<file path="config.mk">
export PLATFORM = sky130hd
export DESIGN_NAME = serial_adder
export DESIGN_NICKNAME = d
export VERILOG_FILES = /design/src/rtl/serial_adder.sv
export SDC_FILE = /design/constraint.sdc
export NUM_CORES = 1
export LEC_CHECK = 0
export BUFFER_PORTS_ARGS = -buffer_cell sky130_fd_sc_hd__buf_2
export CAP_MARGIN = 0
export CELL_PAD_IN_SITES_DETAIL_PLACEMENT = 1
export CELL_PAD_IN_SITES_GLOBAL_PLACEMENT = 1
export CORE_MARGIN = 2
export CORE_UTILIZATION = 35
export DETAILED_ROUTE_END_ITERATION = 12
export PLACE_DENSITY = 0.67
export SKIP_LAST_GASP = 1
export SLEW_MARGIN = 15
export SYNTH_ARGS = -nofsm -noshare
export SYNTH_HDL_FRONTEND = slang
export SYNTH_SLANG_ARGS = --single-unit
export TNS_END_PERCENT = 5
</file>
<file path="constraint.sdc">
create_clock -name clk -period 2 [get_ports clk]
set_input_delay 0.2 -clock clk [delete_from_list [all_inputs] [get_ports clk]]
set_output_delay 0.2 -clock clk [all_outputs]
set_load 0.005 [all_outputs]
</file>
<file path="src/rtl/serial_adder.sv">
// Bit-serial adder: one full-adder cell plus a carry flip-flop, one operand bit per clock, LSB first.
// Operands are captured on an accepted start; the registered result and a one-cycle done pulse appear WIDTH cycles later.
module serial_adder #(
  parameter int WIDTH = 8
) (
  input  logic             clk,
  input  logic             rst_n,
  input  logic             start,
  input  logic [WIDTH-1:0] a,
  input  logic [WIDTH-1:0] b,
  input  logic             cin,
  output logic             busy,
  output logic             done,
  output logic [WIDTH-1:0] sum,
  output logic             cout
);

  localparam int CNT_W = $clog2(WIDTH) + 1;
  localparam logic [CNT_W-1:0] LAST = CNT_W'(WIDTH - 1);

  typedef enum logic [1:0] {
    IDLE = 2'd0,
    RUN  = 2'd1,
    DONE = 2'd2
  } state_t;

  state_t           state;
  state_t           state_nxt;

  logic [WIDTH-1:0] a_sh;
  logic [WIDTH-1:0] b_sh;
  logic [WIDTH-1:0] acc;
  logic [WIDTH-1:0] acc_nxt;
  logic             carry;
  logic [CNT_W-1:0] cnt;

  logic             s_bit;
  logic             c_bit;
  logic             last;
  logic             load;
  logic             step;

  // Returns {carry_out, sum_bit}.
  function automatic logic [1:0] full_add(input logic x, input logic y, input logic ci);
    full_add = {(x & y) | (x & ci) | (y & ci), x ^ y ^ ci};
  endfunction

  assign {c_bit, s_bit} = full_add(a_sh[0], b_sh[0], carry);

  // New sum bit enters at the MSB; the shift form also holds for WIDTH == 1.
  assign acc_nxt = WIDTH'({s_bit, acc} >> 1);

  assign last = (cnt == LAST);
  assign load = (state == IDLE) && start;
  assign step = (state == RUN);

  always_ff @(posedge clk or negedge rst_n) begin
    if (!rst_n) begin
      state <= IDLE;
    end else begin
      state <= state_nxt;
    end
  end

  always_comb begin
    state_nxt = state;
    busy      = 1'b0;
    done      = 1'b0;
    case (state)
      IDLE: begin
        if (start) begin
          state_nxt = RUN;
        end
      end
      RUN: begin
        busy = 1'b1;
        if (last) begin
          state_nxt = DONE;
        end
      end
      DONE: begin
        done      = 1'b1;
        state_nxt = IDLE;
      end
      default: begin
        state_nxt = IDLE;
      end
    endcase
  end

  // Serial datapath: load on accept, one bit per RUN cycle, publish on the last bit.
  always_ff @(posedge clk or negedge rst_n) begin
    if (!rst_n) begin
      a_sh  <= '0;
      b_sh  <= '0;
      acc   <= '0;
      carry <= 1'b0;
      cnt   <= '0;
      sum   <= '0;
      cout  <= 1'b0;
    end else if (load) begin
      a_sh  <= a;
      b_sh  <= b;
      acc   <= '0;
      carry <= cin;
      cnt   <= '0;
    end else if (step) begin
      a_sh  <= a_sh >> 1;
      b_sh  <= b_sh >> 1;
      acc   <= acc_nxt;
      carry <= c_bit;
      cnt   <= cnt + 1'b1;
      if (last) begin
        sum  <= acc_nxt;
        cout <= c_bit;
      end
    end
  end

endmodule

</file>
## Word-level counts from Yosys, hierarchy flattened

Index checks and enable logic that the tools add are counted.

| storage, ports and cells | value |
|---|---|
| flip-flop bits (word level) | 40 |
| word-level logic and storage cells | 42 |
| output and inout bits | 11 |

| operators by class | value |
|---|---|
| reductions and logical operators | 5 |
| bitwise logic cells | 8 |
| equal/unequal tests | 5 |
| multiplexer cells | 15 |
| add/subtract/negate cells | 1 |

Operators with widths:

| kind | count |
|---|---|
| two-way mux 8 bit | 6 |
| two-way mux 4 bit | 2 |
| adder 4 x 1 -> 4 bit (second input constant) | 1 |
| == test 4 x 3 -> 1 bit (second input constant) | 1 |
| two-way mux 1 bit | 4 |
| two-way mux 2 bit | 2 |
| != test 2 bit (second input constant) | 2 |
| one-hot mux 2 bit (2 select lines) | 1 |
| bitwise AND 1 bit | 3 |
| AND reduction 3 bit | 1 |
| == test 2 x 1 -> 1 bit (second input constant) | 1 |
| == test 2 bit (second input constant) | 1 |
| zero test 2 bit | 1 |
| bitwise OR 1 bit | 2 |
| AND reduction 2 bit | 1 |
| nonzero test 2 bit | 1 |
| XOR 1 bit | 2 |
| logical AND 1 bit | 1 |
| inverter 1 bit | 1 |

## Longest topological paths before layout

| depth | value |
|---|---|
| depth after elaboration | 5 |
| gate-level depth with buffers | 5 |
| mapped depth without buffers | 4 |

## Least setup slack after synthesis

Ideal clock, no wire load.

| path | value |
|---|---|
| path type | register to register |
| start | register cnt[0] |
| end | register cout |
| path slack | 0.586 ns |
| library setup time | 0.125 ns |
| data required time | 1.875 ns |
| arrival time | 1.289 ns |
| period minus slack after synthesis | 1.414 ns |
| stages on the path, launching flop included | 5 |
| path buffers | 0 |
| path through | dfrtp_1 > ha_1 > nand2_1 > nor3_4 > mux2_2 |

| on the way | value |
|---|---|
| longest elaborated chain between the ends | 2 |

Ends and longest elaborated chain:

| item | RTL line | text |
|---|---|---|
| start, declared | 35 | `logic [CNT_W-1:0] cnt;` |
| start signal, assigned | 112 | `cnt <= cnt + 1'b1;` |
| == test 4 x 3 -> 1 bit | 53 | `assign last = (cnt == LAST);` |
| AND reduction 3 bit (no line) | -- |  |
| end signal, assigned | 115 | `cout <= c_bit;` |
| end, declared | 15 | `output logic cout` |

No other way between the ends.
A chain may end at the register's enable or synchronous reset.

## Final worst setup path

| path | value |
|---|---|
| start | register state[0] |
| end | output port busy |

| on the way | value |
|---|---|
| longest elaborated chain between the ends | 2 |

Ends and longest elaborated chain:

| item | RTL line | text |
|---|---|---|
| start, declared | 27 | `state_t state;` |
| start signal, assigned | 61 | `state <= state_nxt;` |
| == test 2 x 1 -> 1 bit | 69 | `case (state)` |
| two-way mux 1 bit | 69 |  |
| end, declared | 12 | `output logic busy,` |

No other way between the ends.

==> results.toml <==
[status]
run_status = "complete, no violations"

[floorplan]
fp.dieH_um = 73.2
num_rows = 25
io_pins = 31
core_um2 = 4660
start_util_pct = 35.9
fp.dieW_um = 73.2
die_area_um2 = 5360

[timing]
relSlewSlack_pct = 41.1
maxSlewViolCount = 0
fmax_mhz = 558
worst_slew_pin_slew_ns = 0.884
post-route-period-util_pct = 89.5
tns_ns = 0
finClkSkew_ns = 0.00810
finalHoldViolations = 0
rsz0062_at_grt = "no"
finalSetupViolCount = 0
post-route-min-period_ns = 1.79

[pwr]
power_switching_w = 0.00110
clkPwrFrac_pct = 21.7
switching_share_pct = 35.0
p_total_w = 0.00313
power_density_nw_per_um2 = 1560
pwr-share-comb_pct = 34.9
leakage_nw = 0.937
ir_drop_v = 0.000585
power_frac_seq_pct = 43.4
intPower_w = 0.00203

[worst_setup_path]
critical_path_arrival_ns = 1.59
cp_cell_sequence = "nand2b_4, clkinv_1, buf_2"
cp-end-kind = "output pin"
required_ns = 1.80
critPathSlowestCell = "clkinv_1"
crit_buf_inv = 2
path_depth = 3
max_stage_delay_ns = 0.45
worstSetupPathType = "flip-flop to output pin"
start_kind = "flip-flop"
cp_top_family = "buffers and inverters"
reg2reg_depth = 4
critPathMaxFanout = 17

[yosys]
synthDistinctLibCells = 20
async_flop_share_pct = 100
ys_seq_area_share_pct = 58.3
ys.flop_type = "dfrtp_1"
synth_fp_nets = 164
syn_avg_cell_area_um2 = 11.8
ys.warnings.count = 0
synth-edff-count = 0
synth-seq-cells = 39
synth_area_um2 = 1680
synthCells = 142

[placed_design]
place_area_um2 = 1890
gp_congestion = 0.796
place_hpwl_um = 2720
io_buffer_count = 30

[drt]
wirelength_um = 3950
ant_nets = 0
vias_per_cell = 5.60
drcViolationCount = 0
firstDrtPassIters = 4
vias = 1282
wl_per_cell_um = 17.2
drt-initial-drc-count = 76

[grt]
grt_pass1_wl_um = 6610
antenna_found_initial = 0
grt_max_degree = 40
first_global_vias = 1336
grt_overflow = 0
grt_util_all_layers_pct = 16.4

[worst_hold_path]
hp-class = "input pin to asynchronous set/reset pin"

[finish]
layout.nets = 196
multi_input_area_um2 = 656
final_util_pct = 43.0
fillerInstances = 511
area_growth_pct = 19.6
seq_area_um2 = 976
diodes = 0
drive_gt1_share_pct = 31.4
fin_area_um2 = 2000

[clock_network]
clkTransAtPathRegs_ns = 0.08
cts_buffers = 5
tritoncts = "yes"
cts_root_buf = "clkbuf_8"
cts.sinks = 39
ctsHoldBuffers = 0
cts.htree.levels = 2
cts_setup_buffers = 0
clock_latency_ns = 0.29
clock_path_buffers = 2
cts.repair.resized = 0

[flow_run]
cap_violations = 0
==> final timing paths <==
kind	from	to	slack, ns
worst max-delay path	state[0]	busy	0.21
worst min-delay path	rst_n	a_sh[4]	0.02
worst max register to register	cnt[0]	sum[5]	0.40
worst min register to register	b_sh[2]	b_sh[2]	0.49
max in group asynchronous	rst_n	sum[6]	1.42
min in group clk	a[3]	a_sh[3]	0.20
==> state kept, by name, indices dropped and copies added, names as in the netlist <==
register / flops
acc: 7
a_sh: 8
b_sh: 8
cnt: 4
cout: 1
sum: 8
carry: 1
state: 2
==> power by group through the flow <==
| stage | Clock, W | Sequential [W] | Combinational [W] |
|---|---|---|---|
| 2_1_floorplan | 0 | 0.00132 | 0.000729 |
| 3_3_place_gp | 0 | 0.00135 | 0.00104 |
| 3_5_place_dp | 0 | 0.00137 | 0.00111 |
| 4_1_cts | 0.000706 | 0.00136 | 0.00111 |
| 5_1_grt | 0.000735 | 0.00141 | 0.00121 |
| 6_report | 0.000680 | 0.00136 | 0.00109 |
==> cell type report <==
cell class	count	share of cell area, %
Clock buffer	6	4.12
Inverter	2	0.375
Tap cell	54	3.37
Multi-Input combinational cell	92	32.7
Clock inverter	2	1.75
Timing Repair Buffer	34	8.99
Sequential cell	39	48.7
==> worst register-to-register path, cell delays in order (launching register included) <==
cell	delay (ns)
dfrtp_1	0.40
ha_1	0.20
nand2_1	0.11
nor3_4	0.39
mux2_2	0.39
==> cells in the mapped netlist (3+ instances only) <==
| library cell | n | share of area, % |
|---|---|---|
| a22o_1 | 9 | 4.7 |
| a22oi_1 | 22 | 9.9 |
| a2bb2oi_1 | 3 | 1.6 |
| clkbuf_1 | 7 | 1.6 |
| dfrtp_1 | 39 | 58 |
| mux2_2 | 10 | 6.7 |
| nand2_1 | 15 | 3.4 |
| nand3_1 | 3 | 0.90 |
| nor2b_1 | 3 | 1.1 |
| o21ai_0 | 18 | 5.4 |
==> per-stage QoR <==
stage	hold slack [ns]	setup WS (ns)	instances
2_1_floorplan	-0.0956	0.586	142
3_5_place_dp	0.359	0.409	221
6_report	0.0197	0.209	229
4_1_cts	0.0395	0.199	229
5_1_grt	0.0792	0.126	229
3_3_place_gp	0.346	0.507	221
==> layer usage <==
layer | share of wire, % | vias to the layer above | track usage [%] | wire length [um]
met5 | 0 | - | 0 | 0
met4 | 1.7 | 0 | 6.79 | 68
met3 | 2.8 | 7 | 4.14 | 110
met2 | 49 | 18 | 25.3 | 1950
met1 | 46 | 672 | 22.0 | 1820
li1 | - | 585 | - | -
==> logic make-up (layout without fill, tap and decap cells) <==
| family | after synthesis | count (layout) | share of synthesized area [%] |
|---|---|---|---|
| AOI/OAI and AO/OA | 54 | 54 | 22.5 |
| and+or+nand+nor | 26 | 26 | 7.99 |
| buffers and inverters | 11 | 44 | 2.61 |
| adders and majority gates | 2 | 2 | 1.94 |
| DFF | 39 | 39 | 58.3 |
| muxes | 10 | 10 | 6.72 |
==> cell usage in the layout (no fill, tap or decap), drive strengths merged <==
master / Yosys / routed
o21ai: 18 / 18
ha: 1 / 1
buf: 2 / 34
dfrtp: 39 / 39
nand2b: 1 / 1
nor2: 2 / 2
nand3: 3 / 3
fa: 1 / 1
clkinv: 2 / 3
o21bai: 1 / 1
nand2: 15 / 15
bufinv: 0 / 1
a22oi: 22 / 22
mux2: 10 / 10
nor2b: 3 / 3
a2bb2oi: 3 / 3
nor3: 1 / 1
a22o: 9 / 9
a21oi: 1 / 1
clkbuf: 7 / 6
or3: 1 / 1
No activity file was read; power rests on OpenSTA's default activity.
